`config.mk`:
```
export PLATFORM = sky130hd
export DESIGN_NAME = enc_event_fifo_flat
export DESIGN_NICKNAME = d
export VERILOG_FILES = /design/src/rtl/enc_event_fifo_if.sv /design/src/rtl/enc_event_fifo.sv /design/src/flat_wrapper.sv
export SDC_FILE = /design/constraint.sdc
export NUM_CORES = 1
export LEC_CHECK = 0
export ABC_AREA = 1
export CAP_MARGIN = 15
export CORE_UTILIZATION = 45
export CTS_BUF_LIST = sky130_fd_sc_hd__clkbuf_16
export DETAILED_ROUTE_END_ITERATION = 10
export PLACE_DENSITY_LB_ADDON = 0.1
export SLEW_MARGIN = 20
export SYNTH_ARGS = -nofsm -noshare
export SYNTH_HDL_FRONTEND = slang
export SYNTH_SLANG_ARGS = --single-unit
```
`constraint.sdc`:
```
create_clock -name clk -period 4.2 [get_ports clk]
set_input_delay 1.05 -clock clk [delete_from_list [all_inputs] [get_ports clk]]
set_output_delay 1.05 -clock clk [all_outputs]
set_load 0.05 [all_outputs]
```
`src/rtl/enc_event_fifo_if.sv`:
```
`default_nettype none
// ============================================================================
// Module      : enc_event_fifo_if
// Description : Encoder-side and consumer-side signals of the encoder event
//               FIFO. The slave modport is the FIFO's view, and the master
//               modport is the environment's view (encoder plus consumer).
// Revision    : 1.0 - initial release
// ============================================================================
interface enc_event_fifo_if #(
  parameter int CODE_W = 3
) ();
  logic [0:CODE_W-1] e;          // encoder code, MSB-first
  logic              v;          // encoder valid
  logic [0:CODE_W-1] out_code;   // FIFO head code (0 when empty)
  logic              out_valid;  // head entry present
  logic              out_ready;  // consumer accepts head

  modport master (
    output e,
    output v,
    output out_ready,
    input  out_code,
    input  out_valid
  );

  modport slave (
    input  e,
    input  v,
    input  out_ready,
    output out_code,
    output out_valid
  );
endinterface
`default_nettype wire

```
`src/rtl/enc_event_fifo.sv`:
```
`default_nettype none
// ============================================================================
// Module      : enc_event_fifo
// Description : Converts the combinational 8-to-3 encoder output into clocked
//               code events. Events are buffered in a small show-ahead FIFO
//               and offered downstream over valid/ready. Optional
//               de-duplication pushes only on a new event. A sticky overflow
//               flag records dropped events.
// Revision    : 1.0 - initial release
// ============================================================================
module enc_event_fifo #(
  parameter int CODE_W = 3,
  parameter int DEPTH  = 4,   // power of two, >= 2
  parameter int AW     = 2    // log2(DEPTH)
) (
  input  logic                  clk,
  input  logic                  rst_n,
  enc_event_fifo_if.slave       bus,
  input  logic                  dedup,
  output logic [AW:0]           count,
  output logic                  full,
  output logic                  empty,
  output logic                  overflow,
  input  logic                  clr_ovf
);

  localparam logic [AW:0]   C_DEPTH = (AW + 1)'(DEPTH);
  localparam logic [AW-1:0] C_PTR_1 = AW'(1);
  localparam logic [AW:0]   C_CNT_1 = (AW + 1)'(1);

  logic [AW-1:0]     wr_ptr_q, wr_ptr_d;
  logic [AW-1:0]     rd_ptr_q, rd_ptr_d;
  logic [AW:0]       count_q, count_d;
  logic              overflow_q, overflow_d;
  logic              prev_v_q, prev_v_d;
  logic [0:CODE_W-1] prev_e_q, prev_e_d;
  logic [0:CODE_W-1] mem_q [DEPTH];

  logic              push_req;
  logic              pop;
  logic              push;

  // Status and head presentation. The head is forced to 0 when the FIFO is
  // empty, so that uninitialised memory never reaches the output.
  assign full          = (count_q == C_DEPTH);
  assign empty         = (count_q == '0);
  assign count         = count_q;
  assign overflow      = overflow_q;
  assign bus.out_valid = ~empty;
  assign bus.out_code  = bus.out_valid ? mem_q[rd_ptr_q] : '0;

  // Event detection, handshake, and next-state computation for all control
  // flops. A full FIFO still accepts a push when the head leaves in the
  // same cycle.
  always_comb begin
    push_req   = dedup ? (bus.v & (~prev_v_q | (bus.e != prev_e_q))) : bus.v;
    pop        = bus.out_valid & bus.out_ready;
    push       = push_req & (~full | pop);

    prev_v_d   = bus.v;
    prev_e_d   = bus.e;
    wr_ptr_d   = push ? (wr_ptr_q + C_PTR_1) : wr_ptr_q;
    rd_ptr_d   = pop  ? (rd_ptr_q + C_PTR_1) : rd_ptr_q;

    count_d    = count_q;
    case ({push, pop})
      2'b10:   count_d = count_q + C_CNT_1;
      2'b01:   count_d = count_q - C_CNT_1;
      default: count_d = count_q;
    endcase

    // A drop in the same cycle as a clear leaves the flag set.
    overflow_d = overflow_q;
    if (clr_ovf)
      overflow_d = 1'b0;
    if (push_req & full & ~pop)
      overflow_d = 1'b1;
  end

  // Control state with asynchronous reset.
  always_ff @(posedge clk or negedge rst_n) begin
    if (!rst_n) begin
      wr_ptr_q   <= '0;
      rd_ptr_q   <= '0;
      count_q    <= '0;
      overflow_q <= 1'b0;
      prev_v_q   <= 1'b0;
      prev_e_q   <= '0;
    end else begin
      wr_ptr_q   <= wr_ptr_d;
      rd_ptr_q   <= rd_ptr_d;
      count_q    <= count_d;
      overflow_q <= overflow_d;
      prev_v_q   <= prev_v_d;
      prev_e_q   <= prev_e_d;
    end
  end

  // Storage array. It is never reset, because only slots below count are
  // ever observed.
  always_ff @(posedge clk) begin
    if (push)
      mem_q[wr_ptr_q] <= bus.e;
  end

endmodule
`default_nettype wire

```
`src/flat_wrapper.sv`:
```
// flat-port wrapper written by rule: the top's interface ports become plain ports
module enc_event_fifo_flat 
#(
  parameter int CODE_W = 3,
  parameter int DEPTH  = 4,                        
  parameter int AW     = 2                  
)
  (clk, rst_n, dedup, count, full, empty, overflow, clr_ovf, bus_e, bus_v, bus_out_ready, bus_out_code, bus_out_valid);
  enc_event_fifo_if #(.CODE_W(CODE_W)) bus_i ();
  input  logic clk;
  input  logic rst_n;
  input  logic dedup;
  output logic [AW:0] count;
  output logic full;
  output logic empty;
  output logic overflow;
  input  logic clr_ovf;
  input wire logic [$bits(bus_i.e)-1:0] bus_e;
  input wire logic [$bits(bus_i.v)-1:0] bus_v;
  input wire logic [$bits(bus_i.out_ready)-1:0] bus_out_ready;
  output wire logic [$bits(bus_i.out_code)-1:0] bus_out_code;
  output wire logic [$bits(bus_i.out_valid)-1:0] bus_out_valid;
  assign bus_i.e = bus_e;
  assign bus_i.v = bus_v;
  assign bus_i.out_ready = bus_out_ready;
  assign bus_out_code = bus_i.out_code;
  assign bus_out_valid = bus_i.out_valid;
  enc_event_fifo #(.CODE_W(CODE_W), .DEPTH(DEPTH), .AW(AW)) u_core (.clk(clk), .rst_n(rst_n), .bus(bus_i), .dedup(dedup), .count(count), .full(full), .empty(empty), .overflow(overflow), .clr_ovf(clr_ovf));
endmodule
```
==> impl_metrics.toml, run 1 <==
[outcome]
outcome = "finished, final reports clean"

[synth]
synth_simple_gate_area_share_pct = 20.3
synthDistinctLibCells = 19
ys_top_cells_by_area = "edfxtp_1 31%, dfrtp_1 26%, nor2_1 7.1%, inv_1 6.2%, ha_1 5.4%"
synth.cell_area_mm2 = 0.00116
netlist.area_leader.share_pct = 31.2
ys.flop_type = "edfxtp_1"
syn_avg_cell_area_um2 = 10.1
yosysWarnings = 0
ys_ff_latch = 24
muxShareOfSynthArea_pct = 0
synth-compound-area-share_pct = 5.84
synthArstFlopShare_pct = 50.0
synth_fa_ha_area_share_pct = 7.14
synth-edff-count = 12
ys_seq_area_share_pct = 57.1
synth_nets = 129
synth_top_family_by_area = "simple AND/OR/NAND/NOR gates"
synthXorXnorAreaFrac_pct = 2.27
syn_inst = 114
synth_top_cell_by_area = "edfxtp_1"

[die]
boundaryPins = 19
die-area_mm2 = 0.00278
row_count = 18
die_w_um = 52.7
core-area_mm2 = 0.00245
fp.dieH_um = 52.7
start_util_pct = 47.1

[timing]
setup_viol = 0
min_period_over_period_pct = 72.7
final_hold_viol_count = 0
slew_violations = 0
layout_min_cycle_time_ns = 3.06
fmaxAchievable_mhz = 327
slew_headroom_pct = 60.2
rsz0062_at_grt = "no"
fin_skew_ns = 0.00196
setup_slack_ns = 1.14
tightest_slew_ns = 0.596
finalSetupTns_ns = 0

[pwr]
p_comb_share_pct = 47.7
p_int_mw = 0.698
leakage_nw = 0.660
clock_power_share_pct = 22.1
ir_drop_v = 0.000489
p_per_area_mw_per_mm2 = 822
p_sw_share_pct = 42.4
p_sw_mw = 0.514
seqPwrFrac_pct = 30.2

[clocking]
hold_buffers = 0
clk_latency_ns = 0.26
cts_buffer_depth = 2
cts_setup_buffers = 0
numCtsBuffers = 3
cts_resized = 0
cts.sinks = 24
htreeDepth = 1
clk_pin_slew_ns = 0.06
cts_tree = "done"
cts-root-buf = "clkbuf_16"

[place]
portBuffers = 18
gp_congestion = 0.706
place_ws_ns = 0.889
hpwl_um = 1370

[layout]
area_growth_pct = 27.5
fin_util_pct = 60.0
drive_gt1_share_pct = 8.89
fin_nets = 151
antenna_cells = 0
final_common_cell = "nor2_1"
final_cell_mix = "22 x nor2_1, 19 x inv_1, 18 x clkdlybuf4s50_1"

[global_routing]
track_usage_pct = 15.4
antenna_found_initial = 0
grt_pass1_wl_um = 3010
grt_max_degree = 15
grt_pass1_vias = 708
overflow = 0

[setup_path]
crit_buf_inv = 3
crit_top_cell = "nand2_1"
path_cells = "clkdlybuf4s50_1, inv_1, nand2_1, nand2_1, nor2_1, nand2_1, nand3_4, ha_1, inv_1, fa_1, a21oi_1, o21ai_0, xor2_1"
cp_slowest_cell = "clkdlybuf4s50_1"
cp.required_ns = 4.33
path_delay_family = "buffers and inverters"
endpoint_kind = "register"
path_class = "input pin to register"
crit_path_max_incr_delay_ns = 0.58
start_kind = "input pin"
cp_max_fo = 7
worstPathArrival_ns = 3.19

[drt]
routedWlPerCell_um = 11.1
wirelength_um = 1830
dr_total_vias = 761
drc = 0
drt_first_pass_iters = 5
antenna_left = 0
viasPerCell = 4.61
drtIter0Drc = 15

[flow_run]
maxCapViolCount = 0

[hold_path]
worst_hold_path_type = "register to register"
-- worst reg2reg max path, stage by stage (launching register included) --
cell	delay (ns)
dfrtp_1	0.37
inv_1	0.18
nand3_4	0.11
nand2_4	0.09
nand2_4	0.07
nand3_4	0.13
ha_1	0.16
inv_1	0.06
fa_1	0.37
a21oi_1	0.15
o21ai_0	0.12
xor2_1	0.15
-- logic make-up after synthesis --
logic type               after synthesis
AND/OR/NAND/NOR                       46
adder cells (fa/ha/maj)                6
flip-flops                            24
AO/OA/AOI/OAI                         13
XOR/XNOR                               3
buffers and inverters                 22
-- cells in the mapped netlist, types with 2 or more instances --
| cell type | instances |
|---|---|
| inv_1 | 19 |
| dfrtp_1 | 12 |
| edfxtp_1 | 12 |
| a21oi_1 | 4 |
| ha_1 | 5 |
| nand2_1 | 16 |
| nand2_4 | 2 |
| xor2_1 | 2 |
| o21ai_0 | 8 |
| nand3_4 | 2 |
| nor2_1 | 22 |
| inv_2 | 2 |
| nand4_1 | 2 |
-- state kept, by name, indices dropped and copies added, names as in the netlist --
signal           flops
u_core.overflow      1
u_core.mem_q        12
u_core.rd_ptr_q      2
u_core.wr_ptr_q      2
u_core.prev_v_q      1
u_core.prev_e_q      3
u_core.count         3
-- metal layers --
| layer | vias to the layer above | track usage, % | wire length (µm) | share of wire [%] |
|---|---|---|---|---|
| met5 | - | 0 | 0 | 0 |
| met4 | 0 | 7.02 | 36 | 2.0 |
| met3 | 5 | 2.90 | 74 | 4.0 |
| met2 | 20 | 25.1 | 831 | 45 |
| met1 | 336 | 19.5 | 888 | 48 |
| li1 | 400 | - | - | - |
-- area by class of cell --
type,instances,area (µm²)
clock inverter,1,30.0
multi-input combinational,68,412
sequential,24,661
inverter,21,78.8
fill,211,981
tap,30,37.5
clock buffer,3,75.1
timing repair buffer,18,180
-- worst paths after layout --
path                                                  end  slack (ns)                            from  depth (start not counted)
min                        u_core.wr_ptr_q[1]$_DFFE_PN0P_        0.55  u_core.wr_ptr_q[1]$_DFFE_PN0P_                          2
max in group asynchronous       u_core.prev_v_q$_DFF_PN0_        2.64                           rst_n                          1
min reg2reg                u_core.wr_ptr_q[1]$_DFFE_PN0P_        0.55  u_core.wr_ptr_q[1]$_DFFE_PN0P_                          2
min in group asynchronous     u_core.count[2]$_DFFE_PN0P_        1.17                           rst_n                          1
max reg2reg                   u_core.count[2]$_DFFE_PN0P_        2.11     u_core.count[2]$_DFFE_PN0P_                         11
max                           u_core.count[2]$_DFFE_PN0P_        1.14                        bus_e[1]                         13
-- power groups by stage --
stage | Combinational [mW] | Sequential [mW] | Clock [mW]
2_1_floorplan | 0.369 | 0.415 | 0
3_3_place_gp | 0.576 | 0.369 | 0
3_5_place_dp | 0.580 | 0.370 | 0
4_1_cts | 0.584 | 0.365 | 0.274
5_1_grt | 0.630 | 0.375 | 0.282
6_report | 0.578 | 0.366 | 0.268
-- stage by stage --
| stage | hold WS [ns] | std cells | power [mW] | instance area [µm²] |
|---|---|---|---|---|
| floorplan | 0.492 | 114 | 0.783 | 1160 |
| global placement | 0.522 | 161 | 0.945 | 1370 |
| detailed placement | 0.528 | 161 | 0.950 | 1370 |
| CTS | 0.544 | 165 | 1.22 | 1470 |
| global route | 0.587 | 165 | 1.29 | 1470 |
| finish | 0.547 | 165 | 1.21 | 1470 |
Note: power is estimated with default switching activity, not from simulation.
==> inputs of run 2 (changes only) <==
- clock period: 4.2 -> 3.1 ns (I/O delays scaled with it)
==> impl_metrics.toml, run 2 (synthesis gave the netlist of run 1 again) <==
[hold_path]
worst_hold_path_type = "register to register"

[place]
portBuffers = 18
hpwl_um = 1390
place_area_mm2 = 0.00139
gp_congestion = 0.726

[pwr]
clock_power_share_pct = 18.0
ir_drop_v = 0.000712
p_per_area_mw_per_mm2 = 1060
p_sw_mw = 0.697
p_sw_share_pct = 44.6
seqPwrFrac_pct = 31.9
p_comb_share_pct = 50.1
p_int_mw = 0.865
leakage_nw = 0.662

[setup_path]
rrSetupSlack_ns = 1.00
path_delay_family = "buffers and inverters"
cp_slowest_cell = "clkdlybuf4s50_1"
path_class = "register to primary output"
endpoint_kind = "primary output"
worstPathArrival_ns = 2.00
path_cells = "inv_1, o21ai_0, a21oi_1, clkdlybuf4s50_1"
cp_max_fo = 8
crit_path_max_incr_delay_ns = 0.82
crit_buf_inv = 2
cp.required_ns = 2.32
start_kind = "register"

[timing]
min_period_over_period_pct = 89.6
slew_violations = 0
final_hold_viol_count = 0
finalSetupTns_ns = 0
fin_skew_ns = 0.00385
slew_headroom_pct = 62.1
tightest_slew_ns = 0.567
rsz0062_at_grt = "no"
layout_min_cycle_time_ns = 2.78
fmaxAchievable_mhz = 360
setup_viol = 0

[clocking]
cts_buffer_depth = 2
cts.sinks = 24
cts_tree = "done"
htreeDepth = 1
hold_buffers = 0
cts-root-buf = "clkbuf_16"
cts_setup_buffers = 0
clk_latency_ns = 0.26
clk_pin_slew_ns = 0.06
cts_resized = 0
numCtsBuffers = 3

[layout]
antenna_cells = 0
nFillCells = 209
fin_util_pct = 59.9
fin_nets = 154
area_growth_pct = 27.2
largest_register_ffs = 12
final_cell_mix = "22 x nor2_1, 19 x inv_1, 18 x clkdlybuf4s50_1"
drive_gt1_share_pct = 10.1
final_area_mm2 = 0.00147
regMostFlops = "u_core.mem_q"
final_common_cell = "nor2_1"

[drt]
drc = 0
antenna_left = 0
drt_first_pass_iters = 3
dr_total_vias = 761
viasPerCell = 4.53
wirelength_um = 1850
routedWlPerCell_um = 11.0
drtIter0Drc = 6

[die]
die-area_mm2 = 0.00278
boundaryPins = 19
die_w_um = 52.7
start_util_pct = 47.1
core-area_mm2 = 0.00245
fp.dieH_um = 52.7
row_count = 18

[global_routing]
track_usage_pct = 16.0
grt_pass1_vias = 683
antenna_found_initial = 0
grt_max_degree = 14
overflow = 0
grt_pass1_wl_um = 2980

[flow_run]
maxCapViolCount = 0

[outcome]
outcome = "finished, final reports clean"
[run 2: changes by cell type in the layout (fill, tap and decap cells not counted)]
| cell | before | now |
|---|---|---|
| clkinv_1 | 0 | 1 |
| buf_4 | 0 | 3 |
| bufinv_16 | 1 | 0 |
[run 2: metrics by stage]
step	worst slack, ns	hold slack, ns	instances	power, mW
floorplan	0.125	0.479	114	1.06
global placement	0.236	0.525	164	1.28
detailed placement	0.137	0.526	164	1.29
CTS	0.315	0.545	168	1.57
global route	0.151	0.575	168	1.67
finish	0.322	0.544	168	1.56
[run 2: final timing paths]
| kind | end | from | cells after the start |
|---|---|---|---|
| setup / recovery | bus_out_code[0] | u_core.rd_ptr_q[0]$_DFFE_PN0P_ | 4 |
| hold / removal | u_core.wr_ptr_q[1]$_DFFE_PN0P_ | u_core.wr_ptr_q[1]$_DFFE_PN0P_ | 2 |
| setup reg to reg | u_core.count[2]$_DFFE_PN0P_ | u_core.count[2]$_DFFE_PN0P_ | 11 |
| hold reg to reg | u_core.wr_ptr_q[1]$_DFFE_PN0P_ | u_core.wr_ptr_q[1]$_DFFE_PN0P_ | 2 |
| max in group asynchronous | u_core.prev_e_q[1]$_DFF_PN0_ | rst_n | 1 |
| min in group asynchronous | u_core.rd_ptr_q[0]$_DFFE_PN0P_ | rst_n | 1 |
[run 2: power by group through the flow]
| stage | Sequential (mW) | Clock, mW | Combinational, mW |
|---|---|---|---|
| 6_report | 0.498 | 0.281 | 0.783 |
| 3_3_place_gp | 0.501 | 0 | 0.779 |
| 4_1_cts | 0.498 | 0.285 | 0.791 |
| 2_1_floorplan | 0.562 | 0 | 0.499 |
| 5_1_grt | 0.510 | 0.301 | 0.855 |
| 3_5_place_dp | 0.503 | 0 | 0.787 |
[run 2: per-layer routing]
layer / share of wire (%) / global-route usage (%) / routed length [µm] / vias to the layer above
met1: 48 / 19.3 / 890 / 333
met4: 1.8 / 10.5 / 33 / 0
met3: 4.6 / 4.35 / 85 / 4
li1: - / - / - / 407
met2: 45 / 24.9 / 842 / 17
met5: 0 / 0 / 0 / -
[run 2: final cells by class]
type / instances / area (µm²) / share of cell area (%)
Timing Repair Buffer: 21 / 203 / 13.8
Clock buffer: 3 / 75.1 / 5.11
Clock inverter: 1 / 3.75 / 0.255
Multi-Input combinational cell: 68 / 412 / 28.0
Sequential cell: 24 / 661 / 44.9
Tap cell: 30 / 37.5 / 2.55
Inverter: 21 / 78.8 / 5.36
[run 2: worst reg2reg max path, stage by stage (launching register included)]
cell and delay (ns):
dfrtp_1 0.37, inv_1 0.18, nand3_4 0.11, nand2_4 0.09, nand2_4 0.07, nand3_4 0.13, ha_1 0.15, inv_1 0.06
fa_1 0.37, a21oi_1 0.16, o21ai_0 0.12, xor2_1 0.15
